## src/rtl/det_pkg.sv

```systemverilog
// Shared types and fixed-point constants for the determinant reciprocal path.
package det_pkg;

  typedef enum logic [1:0] {IDLE, DIVIDE, FIXUP, HOLD} state_t;

  // Largest positive two's complement value of width w.
  function automatic logic [63:0] MAX_POS(input int w);
    return (64'd1 << (w - 1)) - 64'd1;
  endfunction

  // Bit pattern of the most negative value of width w (magnitude 2^(w-1)).
  function automatic logic [63:0] MIN_NEG(input int w);
    return 64'd1 << (w - 1);
  endfunction

  // Fixed-point 1.0 with bp fractional bits; zero if it cannot fit in w bits.
  function automatic logic [63:0] ONE(input int w, input int bp);
    return (bp < w) ? (64'd1 << bp) : 64'd0;
  endfunction

endpackage

```

## src/rtl/det_recip_udiv_iter.sv

```systemverilog
// Unsigned restoring divider, one quotient bit per cycle, MSB first.
module udiv_iter #(
  parameter int NW = 32,
  parameter int DW = 16
) (
  input  logic          clk,
  input  logic          rst,
  input  logic          start,
  input  logic [NW-1:0] dividend,
  input  logic [DW-1:0] divisor,
  output logic          busy,
  output logic          done,
  output logic [NW-1:0] quot
);
  localparam int CW = $clog2(NW);

  logic [NW-1:0] n_q;
  logic [DW-1:0] d_q;
  logic [DW-1:0] rem;
  logic [CW-1:0] cnt;
  logic [DW:0]   rem_sh;
  logic          ge;

  assign rem_sh = {rem, n_q[cnt]};
  assign ge     = rem_sh >= {1'b0, d_q};
  // done flags the cycle doing the final iteration; quot is complete after it
  assign done   = busy && (cnt == '0);

  always_ff @(posedge clk) begin
    if (rst) begin
      busy <= 1'b0;
      cnt  <= '0;
      n_q  <= '0;
      d_q  <= '0;
      rem  <= '0;
      quot <= '0;
    end else if (start) begin
      busy <= 1'b1;
      cnt  <= CW'(NW - 1);
      n_q  <= dividend;
      d_q  <= divisor;
      rem  <= '0;
      quot <= '0;
    end else if (busy) begin
      rem  <= ge ? DW'(rem_sh - {1'b0, d_q}) : rem_sh[DW-1:0];
      quot <= {quot[NW-2:0], ge};
      cnt  <= cnt - 1'b1;
      if (cnt == '0) busy <= 1'b0;
    end
  end

endmodule

```

## src/rtl/det_recip.sv

```systemverilog
// Fixed-point reciprocal of a signed determinant with singular/overflow flags.
module det_recip
  import det_pkg::*;
#(
  parameter int DATA_WIDTH = 16,
  parameter int BIN_POS    = 8
) (
  input  logic                  clk,
  input  logic                  rst,
  input  logic                  in_valid,
  output logic                  in_ready,
  input  logic [DATA_WIDTH-1:0] det,
  output logic                  out_valid,
  input  logic                  out_ready,
  output logic [DATA_WIDTH-1:0] recip,
  output logic                  singular,
  output logic                  overflow
);
  localparam int W  = DATA_WIDTH;
  localparam int NW = 2 * DATA_WIDTH;
  localparam logic [NW-1:0] NUM  = NW'(ONE(NW, 2 * BIN_POS));
  localparam logic [W-1:0]  RMAX = W'(MAX_POS(W));
  localparam logic [W-1:0]  RMIN = W'(MIN_NEG(W));
  localparam logic [NW-1:0] QMAX = NW'(MAX_POS(W));
  localparam logic [NW-1:0] QMIN = NW'(MIN_NEG(W));

  state_t        state, nxt;
  logic          sign;
  logic [W-1:0]  mag;
  logic          start, div_busy, div_done;
  logic [NW-1:0] quot;

  // -0x80..0 wraps to 0x80..0, which is the correct unsigned magnitude
  assign mag       = det[W-1] ? (~det + 1'b1) : det;
  assign start     = (state == IDLE) && in_valid && (det != '0);
  assign in_ready  = (state == IDLE);
  assign out_valid = (state == HOLD);

  udiv_iter #(.NW(NW), .DW(W)) u_div (
    .clk      (clk),
    .rst      (rst),
    .start    (start),
    .dividend (NUM),
    .divisor  (mag),
    .busy     (div_busy),
    .done     (div_done),
    .quot     (quot)
  );

  always_ff @(posedge clk) begin
    if (rst) state <= IDLE;
    else     state <= nxt;
  end

  always_comb begin
    nxt = state;
    case (state)
      IDLE:    if (in_valid) nxt = (det == '0) ? HOLD : DIVIDE;
      DIVIDE:  if (div_done || !div_busy) nxt = FIXUP;
      FIXUP:   nxt = HOLD;
      HOLD:    if (out_ready) nxt = IDLE;
      default: nxt = IDLE;
    endcase
  end

  always_ff @(posedge clk) begin
    if (rst) begin
      sign     <= 1'b0;
      recip    <= '0;
      singular <= 1'b0;
      overflow <= 1'b0;
    end else begin
      case (state)
        IDLE: if (in_valid) begin
          sign <= det[W-1];
          if (det == '0) begin
            recip    <= RMAX;
            singular <= 1'b1;
            overflow <= 1'b0;
          end
        end
        FIXUP: begin
          singular <= 1'b0;
          if (!sign) begin
            if (quot > QMAX) begin
              recip    <= RMAX;
              overflow <= 1'b1;
            end else begin
              recip    <= quot[W-1:0];
              overflow <= 1'b0;
            end
          end else begin
            // q == 2^(W-1) negates exactly to the most negative value
            if (quot > QMIN) begin
              recip    <= RMIN;
              overflow <= 1'b1;
            end else begin
              recip    <= ~quot[W-1:0] + 1'b1;
              overflow <= 1'b0;
            end
          end
        end
        default: ;
      endcase
    end
  end

endmodule

```

## config.mk

```make
export PLATFORM = sky130hd
export DESIGN_NAME = det_recip
export DESIGN_NICKNAME = d
export VERILOG_FILES = /design/src/rtl/det_pkg.sv /design/src/rtl/det_recip_udiv_iter.sv /design/src/rtl/det_recip.sv
export SDC_FILE = /design/constraint.sdc
export NUM_CORES = 1
export LEC_CHECK = 0
export ABC_CLOCK_PERIOD_IN_PS = 3000
export CAP_MARGIN = 10
export CORE_UTILIZATION = 40
export DETAILED_ROUTE_END_ITERATION = 10
export GPL_TIMING_DRIVEN = 0
export PLACE_DENSITY_LB_ADDON = 0.1
export SYNTH_ARGS = -nofsm -noshare
export SYNTH_HDL_FRONTEND = slang
export SYNTH_SLANG_ARGS = --single-unit
```

## constraint.sdc

```tcl
create_clock -name clk -period 3 [get_ports clk]
set_input_delay 0.9 -clock clk [delete_from_list [all_inputs] [get_ports clk]]
set_output_delay 0.9 -clock clk [all_outputs]
set_load 0.005 [all_outputs]
```

## Yosys cells after proc, flatten, opt, wreduce, memory -nomap -nowiden

Index checks and enable logic that the tools add are counted.

- Register bits after elaboration: 92
- Latch bits: 0
- Memory bits (writable): 0
- Bits in read-only memories: 0
- Input port bits: 20
- Output and inout bits: 20
- Logic and storage cells: 72
- Memories: 0

- $add $sub $neg: 4
- Multiply operators: 0
- Div/mod/pow operators: 0
- $lt $le $gt $ge: 4
- Equality and inequality tests: 7
- Shifts and indexed selects: 0
- Mux-type cells: 29
- Bitwise operators: 2
- Reduce and logical (&&, ||, !) cells: 15

Operator list:

| kind | count |
|---|---|
| 16-bit two-way mux | 7 |
| 16-bit by 1-bit adder with 16-bit output, second input constant | 2 |
| 32-bit by 15-bit greater-than comparator with 1-bit output, second input constant | 1 |
| 32-bit by 16-bit greater-than comparator with 1-bit output, second input constant | 1 |
| 16-bit NOT | 2 |
| 16-bit case mux with 2 select lines | 1 |
| 17-bit by 16-bit >= comparator with 1-bit output | 1 |
| 16-bit logical NOT | 1 |
| 16-bit nonzero test | 1 |
| 16-bit subtractor | 1 |
| 1-bit two-way mux | 11 |
| 5-bit two-way mux | 2 |
| 2-bit two-way mux | 4 |
| 2-bit case mux with 4 select lines | 1 |
| 5-bit by 6-bit < comparator with 1-bit output, second input constant | 1 |
| 3-bit AND reduction | 2 |
| 1-bit binary-select mux with 5-bit select | 1 |
| 5-bit logical NOT | 1 |
| 5-bit by 1-bit subtractor with 5-bit output, second input constant | 1 |
| 2-bit equality test, second input constant | 2 |
| 2-bit by 1-bit != test with 1-bit output, second input constant | 2 |
| 2-bit != test, second input constant | 2 |
| 1-bit case mux with 2 select lines | 2 |
| 2-bit nonzero test | 2 |
| 7 further kinds | 9 |

## Longest topological paths before layout

Gate-level depths: netlist of run 1.

- Depth in word-level cells: 5
- Depth in mapped cells: 11
- Gate-level depth less buffers: 11

## Modules after synthesis

A second synthesis of run 1 with hierarchy kept.

- Cells, all modules: 782
- Area total of the unflattened synthesis: 6872.8 sq um

By module, submodules not included:

| module | times used | cells each | area each (sq um) | seq. area each (sq um) |
|---|---|---|---|---|
| udiv_iter | 1 | 550 | 5011.1 | 2042.0 |
| det_recip | 1 | 232 | 1861.8 | 420.4 |

## Worst setup path after synthesis of run 1

Ideal clock, no wire load.

- Kind: in2reg
- From: in det[0]
- To: reg u_div.rem[1]
- Setup time: 0.062 ns
- Data arrival time: 2.612 ns
- Data required time: 2.938 ns
- Path slack: 0.326 ns
- Cell stages on the path: 9
- Buffers on the path: 1
- Path through: inv_1 -> ha_1 -> nand3_1 -> or4_4 -> nand3_4 -> nand2b_2 -> buf_6 -> or4_1 -> nand3_1

- Cells in the longest elaborated chain, start to end: 3

Ends and longest elaborated chain:

| element | line | source |
|---|---|---|
| from (decl) | det_recip.sv:12 | `input logic [DATA_WIDTH-1:0] det,` |
| 16-bit nonzero test | det_recip.sv:35 | `assign start = (state == IDLE) && in_valid && (det != '0);` |
| 1-bit logical AND | det_recip.sv:35 |  |
| 2-bit OR reduction (no line) | - |  |
| to (signal assigned) | det_recip_udiv_iter.sv:45 | `rem <= ge ? DW'(rem_sh - {1'b0, d_q}) : rem_sh[DW-1:0];` |
| to (decl) | det_recip_udiv_iter.sv:19 | `logic [DW-1:0] rem;` |

No other way between the ends.
A chain may end at the register's enable or synchronous reset.

## Worst setup path after layout of run 1

- From: in det[9]
- To: reg u_div.rem[1]

Same word-level chain as after synthesis.

==> results of run 1 <==
layout by cell type, fill, tap and decap left out, types with 3 or more instances in the layout:
cell,n
dfxtp_1,92
buf_4,8
or4_4,3
nand2_2,3
a21oi_1,48
a21o_1,4
a31oi_1,6
or2_2,3
clkdlybuf4s50_1,36
nor4_1,10
o21a_1,4
nor2_1,96
nand2_1,28
mux2i_1,42
xnor2_1,18
nand4_1,10
clkbuf_1,32
nand3_1,15
nand2b_1,5
inv_1,37
clkbuf_16,9
o31ai_1,6
nor3_1,16
buf_2,5
o21ai_0,37
xor2_1,10
or3_1,6
nor2b_1,3
o22ai_1,10
a211oi_1,26
ha_1,23
through the flow:
step | setup TNS, ns | setup WS [ns]
final | 0 | 0.1435
after global routing | 0 | 0.01226
after CTS | 0 | 0.01694
after detailed placement | -36.78 | -0.8906
after global placement | -29.81 | -0.8044
after floorplan | 0 | 0.3259
power breakdown:
| group | leakage, uW | total [uW] | internal (uW) | switching [uW] |
|---|---|---|---|---|
| Combinational | 0.00147 | 3040 | 1270 | 1780 |
| Clock | 0.000134 | 1090 | 607 | 482 |
| Sequential | 0.000749 | 1590 | 1440 | 148 |
area by class of cell:
class | count | area [sq um] | area share (%)
buffer | 43 | 186.4 | 2.965
tap | 172 | 215.2 | 3.423
multi-input combinational | 482 | 3193 | 50.79
timing repair buffer | 44 | 426.7 | 6.786
sequential | 92 | 1842 | 29.29
clock inverter | 4 | 32.53 | 0.5174
inverter | 37 | 138.9 | 2.209
clock buffer | 11 | 252.7 | 4.020
state kept, by name, summed over array words and instances, names as in the netlist:
register	count
u_div.quot	32
u_div.cnt	5
u_div.d_q	16
recip	16
u_div.rem	16
u_div.n_q	1
state	2
singular	1
u_div.busy	1
sign	1
overflow	1
metal layers:
metal	share of wire, %	routed length [um]
met5	0	0
met4	2.1	302
met3	2.1	298
met2	52	7259
met1	44	6218
synthesized netlist by cell type, drive strengths merged, types with 2 or more instances:
| master | count | area share [%] |
|---|---|---|
| or4 | 4 | 0.78 |
| o31ai | 6 | 0.85 |
| nor2 | 98 | 7.0 |
| o22ai | 11 | 1.3 |
| o21bai | 2 | 0.28 |
| a311o | 2 | 0.38 |
| a31oi | 6 | 0.71 |
| a21oi | 50 | 4.7 |
| nor2b | 3 | 0.36 |
| nand2b | 6 | 0.76 |
| buf | 11 | 1.2 |
| nor3 | 16 | 1.5 |
| mux2i | 42 | 8.0 |
| nor4 | 13 | 1.9 |
| xor2 | 10 | 1.7 |
| xnor2 | 18 | 3.0 |
| dfxtp | 92 | 35 |
| ha | 24 | 5.7 |
| a22oi | 2 | 0.28 |
| nand3 | 17 | 1.8 |
| or2 | 3 | 0.36 |
| a211oi | 28 | 4.0 |
| o21ai | 37 | 3.5 |
| a21o | 4 | 0.57 |
| o21a | 4 | 0.57 |
| a311oi | 2 | 0.33 |
| and2 | 2 | 0.24 |
| nand3b | 2 | 0.28 |
| nand2 | 31 | 2.2 |
| a221oi | 2 | 0.33 |
| nand4 | 10 | 1.2 |
| or3 | 6 | 0.71 |
| clkbuf | 32 | 2.3 |
| a21boi | 2 | 0.28 |
| inv | 37 | 2.6 |
| o41ai | 2 | 0.33 |
logic make-up after synthesis:
group                    synth area share (%)
flip-flops                              34.85
adder cells (fa/ha/maj)                 6.061
AO/OA/AOI/OAI                           20.17
AND/OR/NAND/NOR                         20.01
XOR/XNOR                                4.640
buffers and inverters                   6.108
multiplexers                            8.168
worst min path at each step:
stage / end / from / cells past startpoint / slack, ns
2_1_floorplan: u_div.d_q[15] / u_div.d_q[15] / 2 / 0.43
3_3_place_gp: u_div.d_q[15] / u_div.d_q[15] / 2 / 0.45
3_5_place_dp: u_div.d_q[15] / u_div.d_q[15] / 2 / 0.45
4_1_cts: u_div.d_q[15] / u_div.d_q[15] / 2 / 0.46
5_1_grt: u_div.d_q[15] / u_div.d_q[15] / 2 / 0.49
6_report: u_div.d_q[15] / u_div.d_q[15] / 2 / 0.46
critical path: cells and delay by family:
| family | cells | cell delay, ns |
|---|---|---|
| and+or+nand+nor | 7 | 1.64 |
| buffers and inverters | 2 | 0.60 |
timing repair:
| action | 4_1_cts | 5_1_grt |
|---|---|---|
| setup buffers | 3 | 3 |
| gates resized for setup | 9 | 9 |
| hold buffers | 0 | 0 |
| pin swaps | 1 | 4 |
| endpoints found under the setup margin | 39 | 40 |
==> metrics.yaml, run 1 <==
clock_network:
  cts.sinks: 92
  insertion_delay_ns: 0.35
  clockBufferDepth: 2
  numCtsBuffers: 9
  cts_tree: "yes"
  h-tree-depth: 3
  clkTransAtPathRegs_ns: 0.06
  cts_root_buf: "clkbuf_16"
timing:
  clock_skew_ns: 0.008376
  max_freq_ghz: 0.3501
  finalSetupViolCount: 0
  tightest_slew_ns: 0.6994
  slew_headroom_pct: 52.94
  fin_crit_sh_pct: 95.22
  hold_slack_ns: 0.4605
  final_hold_viol_count: 0
  drv_slew: 0
  rsz0062_at_grt: "false"
  period_needed_ns: 2.857
die:
  placementRows: 41
  start_util_pct: 41.38
  ios: 40
  chipHeight_um: 116.9
  core_sq_um: 12770
  die_area_sq_um: 13680
  die_width_um: 116.9
layout:
  instances_no_fill: 885
  area_delta_synth_final_pct: 18.96
  utilization_pct: 49.22
  n_fill_cell: 1255
  layout.nets: 754
  n_antenna_cell: 0
  final_layout_size_suffix_gt1_share_pct: 8.135
  fin_area_sq_um: 6287
yosys:
  yosysWarnings: 0
  synth_edf_count: 0
  synth.distinct_cells: 63
  ys.flop_type: "dfxtp_1"
  syn_inst: 654
  synth_nets: 699
  syn_avg_cell_area_sq_um: 8.081
  synth-seq-cells: 92
  ys_seq_area_share_pct: 34.85
  syn-cell-area_sq_um: 5285
  async_flop_share_pct: 0
worst_setup_path:
  path_class: "in2reg"
  crit_path_start: "det[9]"
  required_ns: 3.29
  crit-reg2reg-launch: "u_div.d_q[10]"
  endpoint_kind: "flop"
  max_stage_delay_ns: 0.54
  rr_worst_depth: 10
  r2r_end: "u_div.rem[0]"
  critPathArrivalTime_ns: 3.14
  worstPathCellList: "clkdlybuf4s50_1 -> nor4_4 -> nand2_2 -> or4_4 -> nand3_4 -> nand2b_2 -> buf_6 -> or4_1 -> nand3_1"
  slowest_stage: "or4_4"
  crit_path_end: "u_div.rem[1]"
  rrSetupSlack_ns: 0.25
  crit_path_start_kind: "input pin"
  cp_max_fo: 7
global_route:
  grt_usage_pct: 21.16
  grt_pass1_wl_mm: 22.27
  grt_overflow: 0
  grt_max_degree: 16
  antenna_found_initial: 0
  grt_pass1_vias: 4664
  busiest_layer: "met2"
  grt_use_met1_pct: 24.24
  grt_use_met2_pct: 39.05
  grt_use_met3_pct: 3.296
pwr:
  ir_worst_vdd_uv: 321.1
  power_uw: 5721
  leakage_uw: 0.002350
  power_density_nw_per_um2: 910.0
placement:
  hpwl_mm: 10.42
  place.gp.congestion: 0.8598
  port_buffers: 38
  dpl.cell_count: 864
  post_dp_cell_area_sq_um: 5881
min_path:
  hp-class: "reg2reg"
route:
  via_per_inst: 5.495
  vias: 4863
  wl_mm: 14.08
  drtPass1Iterations: 5
  drtIter0Drc: 200
  wire_per_inst_um: 15.91
  drc: 0
  antenna_left: 0
flow_run:
  maxCapViolCount: 0
run_status:
  status: "finished clean"
(Power assumes the default switching activity.)
==> run 2: changes to the inputs <==
- HOLD_SLACK_MARGIN: default -> 0.05
- PLACE_DENSITY: default -> 0.59
- PLACE_DENSITY_LB_ADDON: 0.1 -> default
- SETUP_SLACK_MARGIN: default -> 0.2
==> run 2 against run 1 <==
Hold slack improved by 0.0046 ns. Final area rose by 1.9%. Total power increased by 1.0%. Core utilization grew 0.92 points. Register-to-register slack improved by 0.17 ns. Setup slack improved by 0.13 ns. Die area stayed put. Clock-buffer cell count down 2. Critical path type unchanged. Final cell count increased by 1.1%. Critical path depth unchanged. Sequential power barely moved. Sequential cell count stayed put.
==> metrics.yaml, run 2 (synthesized netlist as in run 1, its figures left out) <==
pwr:
  seq_power_share_pct: 27.5  # -0.3 points
  power_frac_clock_pct: 18.6  # -0.4 points
  power_density_nw_per_um2: 902.2  # -0.86%
  comb_power_share_pct: 53.9  # +0.7 points
  leakage_uw: 0.002440  # +3.8%
  power_uw: 5779  # +1.0%
  ir_worst_vdd_uv: 360.3  # +12%
  switching_share_pct: 42.24  # +0.14 points
  p_switching_uw: 2441  # +1.3%
  p_int_uw: 3338  # +0.76%
placement:
  dp_slack_ns: -0.8451  # +0.04550 ns
  place.gp.congestion: 0.8775  # +2.1%
  dpl.cell_count: 864  # unchanged
  hpwl_mm: 10.18  # -2.3%
  post_dp_cell_area_sq_um: 5881  # unchanged
  port_buffers: 38  # unchanged
worst_setup_path:
  critPathArrivalTime_ns: 3.02  # -0.12 ns
  cp_max_fo: 7  # unchanged
  max_stage_delay_ns: 0.54  # about the same
  rrSetupSlack_ns: 0.42  # +0.17 ns
  crit_path_start: "det[3]"
  slowest_stage: "or4_4"
  rr_worst_depth: 9  # -1
  endpoint_kind: "flop"
  worstPathCellList: "clkdlybuf4s50_1 -> nor2_4 -> nand3_4 -> or4_4 -> nand3_4 -> nand2b_2 -> buf_6 -> or4_1 -> nand3_1"
  crit_path_end: "u_div.rem[1]"
  cp_common_cell: "nand3_4"
  crit-reg2reg-launch: "u_div.quot[0]"
  crit_path_start_kind: "input pin"
  required_ns: 3.29  # about the same
  r2r_end: "overflow"
  path_class: "in2reg"
die:
  core_sq_um: 12770  # unchanged
  placementRows: 41  # unchanged
  start_util_pct: 41.38  # unchanged
  chipHeight_um: 116.9  # unchanged
  die_width_um: 116.9  # unchanged
  die_area_sq_um: 13680  # unchanged
  ios: 40  # unchanged
global_route:
  grt_pass1_vias: 4548  # -2.5%
  grt_pass1_wl_mm: 21.83  # -2.0%
  antenna_found_initial: 0  # unchanged
  grt_overflow: 0  # unchanged
  grt_usage_pct: 20.78  # -0.38 points
  grt_max_degree: 18  # +2
layout:
  utilization_pct: 50.14  # +0.92 points
  multi_input_area_sq_um: 3231  # +1.2%
  largest_register_ffs: 32  # unchanged
  layout_common_cells: "nor2_1 (93), dfxtp_1 (92), a21oi_1 (47)"
  n_fill_cell: 1242  # -1.0%
  fin_area_sq_um: 6405  # +1.9%
  layout.nets: 763  # +1.2%
  largest-register: "u_div.quot"
  area_delta_synth_final_pct: 21.19
  seq_area_sq_um: 1842  # unchanged
  n_antenna_cell: 0  # unchanged
  instances_no_fill: 895  # +1.1%
  final_layout_size_suffix_gt1_share_pct: 10.51  # +2.4 points
  layout_commonest_cell: "nor2_1"
route:
  antenna_left: 0  # unchanged
  wl_mm: 13.70  # -2.7%
  wire_per_inst_um: 15.31  # -3.8%
  drtPass1Iterations: 5  # unchanged
  drtIter0Drc: 277  # +39%
  vias: 4889  # +0.53%
  via_per_inst: 5.463  # -0.59%
  drc: 0  # unchanged
clock_network:
  numCtsBuffers: 9  # unchanged
  insertion_delay_ns: 0.35  # about the same
  clockBufferDepth: 2  # unchanged
  h-tree-depth: 3  # unchanged
  clkTransAtPathRegs_ns: 0.07  # about the same
  cts_root_buf: "clkbuf_16"
  cts_tree: "yes"
  cts.sinks: 92  # unchanged
run_status:
  status: "finished clean"
timing:
  max_freq_ghz: 0.3662  # +4.6%
  period_needed_ns: 2.731  # -0.1259 ns
  finalSetupViolCount: 0  # unchanged
  slew_headroom_pct: 53.97  # +1.0 points
  clock_skew_ns: 0.006419  # -0.001957 ns
  rsz0062_at_grt: "false"
  final_hold_viol_count: 0  # unchanged
  drv_slew: 0  # unchanged
  tightest_slew_ns: 0.6842  # -0.01524 ns
  fin_crit_sh_pct: 91.02  # -4.2 points
  worst_slack_ns: 0.2693  # +0.1259 ns
flow_run:
  maxCapViolCount: 0  # unchanged
min_path:
  hp-class: "reg2reg"
## run 2: cell types whose count changed in the layout (fill, tap and decap cells not counted), moves of 3 or more
cell,before,now
dlymetal6s2s_1,1,6
buf_4,8,19
clkdlybuf4s50_1,36,30
nor2_1,96,93
## run 2: area by class of cell
type,count,share of cell area [%]
buffer,43,2.989
clock inverter,7,0.8791
sequential,92,28.76
tap,172,3.360
inverter,37,2.168
timing repair buffer,53,7.892
multi-input combinational,482,50.44
clock buffer,9,3.516
## run 2: worst min path at each step
| stage | startpoint | end | cells after the start |
|---|---|---|---|
| after detailed placement | u_div.d_q[15] | u_div.d_q[15] | 2 |
| after global routing | u_div.d_q[15] | u_div.d_q[15] | 2 |
| final | u_div.d_q[15] | u_div.d_q[15] | 2 |
| after global placement | u_div.d_q[15] | u_div.d_q[15] | 2 |
| after CTS | u_div.d_q[15] | u_div.d_q[15] | 2 |
| after floorplan | u_div.d_q[15] | u_div.d_q[15] | 2 |
## run 2: critical path, delay by kind of cell
kind | cells | cell delay (ns)
buffers and inverters | 2 | 0.62
and+or+nand+nor | 7 | 1.49
## run 2: power by group through the flow
stage	clock [uW]	combinational [uW]	sequential (uW)
3_5_place_dp	0	2930	1610
6_report	1080	3110	1590
5_1_grt	1160	3440	1610
3_3_place_gp	0	2870	1610
4_1_cts	1110	3000	1580
2_1_floorplan	0	2200	1580
## run 2: timing repair
action	in CTS	in global routing
gates resized for setup	11	28
endpoints found under the setup margin	82	65
gates cloned	0	0
hold buffers	0	0
pin swaps	4	8
buffers inserted	10	5
## run 2: stage by stage
stage	hold WS [ns]	setup TNS (ns)
3_3_place_gp	0.4463	-30.50
3_5_place_dp	0.4539	-33.74
5_1_grt	0.4993	0
2_1_floorplan	0.4319	0
4_1_cts	0.4712	0
6_report	0.4651	0
## run 2: layer usage
metal | global-route usage, % | routed length [um] | up-vias
met5 | 0 | 0 | -
met4 | 7.342 | 280 | 0
met3 | 4.531 | 494 | 19
met2 | 36.57 | 6763 | 102
met1 | 24.96 | 6160 | 2301
li1 | - | - | 2467
==> run 3: changes to the inputs <==
- GPL_TIMING_DRIVEN: 0 -> default
- PLACE_DENSITY: 0.59 -> 0.68
==> run 3 against run 2 <==
Fmax decreased by 1.0%. Sequential cell count unchanged. Combinational power up 4%. Total power rose by 1.9%. Sequential power barely moved. Sequential share of layout area shrank 0.36 points. Clock skew barely moved. Register-to-register slack worse by 0.06 ns. Via count decreased by 0.49%. Routed wire length is 3.4% lower. Critical path type unchanged. Largest power group unchanged.
==> metrics.yaml, run 3 (synthesized netlist as in run 1, its figures left out) <==
timing:
  rsz0062_at_grt: "false"
  period_needed_ns: 2.759  # +0.02809 ns
  tightest_slew_ns: 0.6789  # -0.005280 ns
  finalSetupViolCount: 0  # unchanged
  slew_headroom_pct: 54.32  # +0.36 points
  final_hold_viol_count: 0  # unchanged
  drv_slew: 0  # unchanged
  hold_slack_ns: 0.4651  # -0.000002000 ns
  fin_crit_sh_pct: 91.96  # +0.94 points
  max_freq_ghz: 0.3625  # -1.0%
  clock_skew_ns: 0.006882  # +0.0004632 ns
worst_setup_path:
  path_buf_inv: 4  # +2
  critPathArrivalTime_ns: 2.96  # -0.06 ns
  slowest_stage: "or4_4"
  required_ns: 3.20  # -0.09 ns
  crit_family: "buffers and inverters"
  path_class: "in2reg"
  rrSetupSlack_ns: 0.36  # -0.06 ns
  crit-reg2reg-launch: "u_div.cnt[2]"
  rr_worst_depth: 11  # +2
  r2r_end: "u_div.rem[10]"
  cp_max_fo: 11  # +4
  max_stage_delay_ns: 0.54  # about the same
  crit_path_start_kind: "input pin"
  endpoint_kind: "flop"
  worstPathCellList: "clkdlybuf4s50_1 -> inv_2 -> ha_4 -> nand3_2 -> or4_4 -> o22ai_1 -> buf_4 -> and2_1 -> buf_12 -> a211oi_1"
layout:
  layout_common_cells: "nor2_1 (96), dfxtp_1 (91), a21oi_1 (49)"
  layout.nets: 756  # -0.92%
  utilization_pct: 50.82  # +0.68 points
  largest-register: "u_div.quot"
  final_layout_size_suffix_gt1_share_pct: 12.71  # +2.2 points
  largest_register_ffs: 32  # unchanged
  n_antenna_cell: 0  # unchanged
  area_delta_synth_final_pct: 22.82
  layout_commonest_cell: "nor2_1"
  instances_no_fill: 888  # -0.78%
route:
  wire_per_inst_um: 14.90  # -2.7%
  drc: 0  # unchanged
  drtIter0Drc: 324  # +17%
  via_per_inst: 5.479  # +0.29%
  antenna_left: 0  # unchanged
  drtPass1Iterations: 5  # unchanged
  vias: 4865  # -0.49%
  wl_mm: 13.23  # -3.4%
global_route:
  grt_max_degree: 69  # +51
  antenna_found_initial: 0  # unchanged
  grt_pass1_vias: 4427  # -2.7%
  grt_overflow: 0  # unchanged
  grt_pass1_wl_mm: 20.30  # -7.0%
  grt_usage_pct: 18.93  # -1.9 points
clock_network:
  cts_root_buf: "clkbuf_16"
  numCtsBuffers: 9  # unchanged
  cts.sinks: 92  # unchanged
  cts_tree: "yes"
  holdBufCountCts: 0  # unchanged
  h-tree-depth: 3  # unchanged
  clkTransAtPathRegs_ns: 0.06  # about the same
  insertion_delay_ns: 0.34  # about the same
  clockBufferDepth: 2  # unchanged
die:
  die_area_sq_um: 13680  # unchanged
  ios: 40  # unchanged
  chipHeight_um: 116.9  # unchanged
  die_width_um: 116.9  # unchanged
  placementRows: 41  # unchanged
  start_util_pct: 41.38  # unchanged
  core_sq_um: 12770  # unchanged
min_path:
  hp-class: "reg2reg"
  holdPathEnd: "u_div.d_q[15]"
  hold_start: "u_div.d_q[15]"
  whs_path_depth: 2  # unchanged
pwr:
  power_density_nw_per_um2: 906.9  # +0.52%
  power_frac_clock_pct: 18.0  # -0.6 points
  seq_power_share_pct: 27.0  # -0.5 points
  comb_power_share_pct: 55.1  # +1.2 points
  switching_share_pct: 40.94  # -1.3 points
  p_int_uw: 3477  # +4.2%
  ir_worst_vdd_uv: 411.0  # +14%
  power_uw: 5887  # +1.9%
  p_switching_uw: 2410  # -1.3%
  leakage_uw: 0.002501  # +2.5%
placement:
  hpwl_mm: 9.492  # -6.8%
  dpl.cell_count: 870  # +0.69%
  place.gp.congestion: 0.8817  # +0.48%
  port_buffers: 39  # +2.6%
flow_run:
  maxCapViolCount: 0  # unchanged
run_status:
  status: "finished clean"
run 3: cell count changes in the layout (fill, tap and decap cells not counted), moves of 5 or more:
cell / before / now
clkbuf_1: 32 / 1
dlymetal6s2s_1: 6 / 1
buf_4: 19 / 41
buf_12: 0 / 7
clkdlybuf4s50_1: 30 / 36
run 3: worst reg2reg max path, delay by kind of cell (launching register included):
kind / cells / cell delay [ns]
simple gates: 4 / 0.83
compound gates: 4 / 0.71
flops: 1 / 0.33
fa+ha+maj: 1 / 0.25
mux: 1 / 0.22
buf+inv: 1 / 0.17
run 3: area by class of cell:
class	count	area [sq um]
well taps	172	215.2
multi-input cells	482	3157
fillers	1162	6282
clock buffers	10	229.0
clock inverters	6	47.55
repair buffers	89	860.8
inverters	37	138.9
flip-flops and latches	92	1843
run 3: power by group through the flow:
stage	Clock, uW	Combinational (uW)	Sequential (uW)
floorplan	0	2200	1580
global placement	0	3100	1600
detailed placement	0	3170	1610
CTS	1080	3200	1590
global route	1130	3530	1610
finish	1060	3240	1590
run 3: how the worst max path moves through the flow:
stage | slack (ns) | start | end | cells past startpoint
after floorplan | 0.33 | det[0] | u_div.rem[1] | 9
after global placement | -0.16 | det[7] | u_div.rem[1] | 9
final | 0.24 | det[0] | recip[13] | 10
after CTS | 0.21 | det[0] | recip[0] | 10
after global routing | 0.18 | det[0] | u_div.rem[1] | 10
after detailed placement | -0.22 | det[7] | u_div.d_q[6] | 9
run 3: metrics by stage:
stage                     setup TNS, ns  area, sq um  setup slack, ns
after global routing                  0         6491           0.1789
after detailed placement         -11.10         6156          -0.2228
final                                 0         6491           0.2412
after CTS                             0         6445           0.2102
after floorplan                       0         5285           0.3259
after global placement           -6.814         6156          -0.1640
run 3: per-layer routing:
metal / share of wire [%] / wire length (um) / vias to the layer above / track usage (%)
met3: 3.6 / 470 / 22 / 3.553
met2: 49 / 6532 / 104 / 33.02
met4: 2.8 / 375 / 0 / 8.523
met5: 0 / 0 / - / 0
met1: 44 / 5849 / 2299 / 22.61
li1: - / - / 2440 / -
run 3: repair_timing:
| item | in CTS | in global routing |
|---|---|---|
| resized for setup | 4 | 11 |
| pin swaps | 1 | 1 |
| gates cloned | 0 | 0 |
| setup buffers | 1 | 1 |
| endpoints found under the setup margin | 48 | 75 |
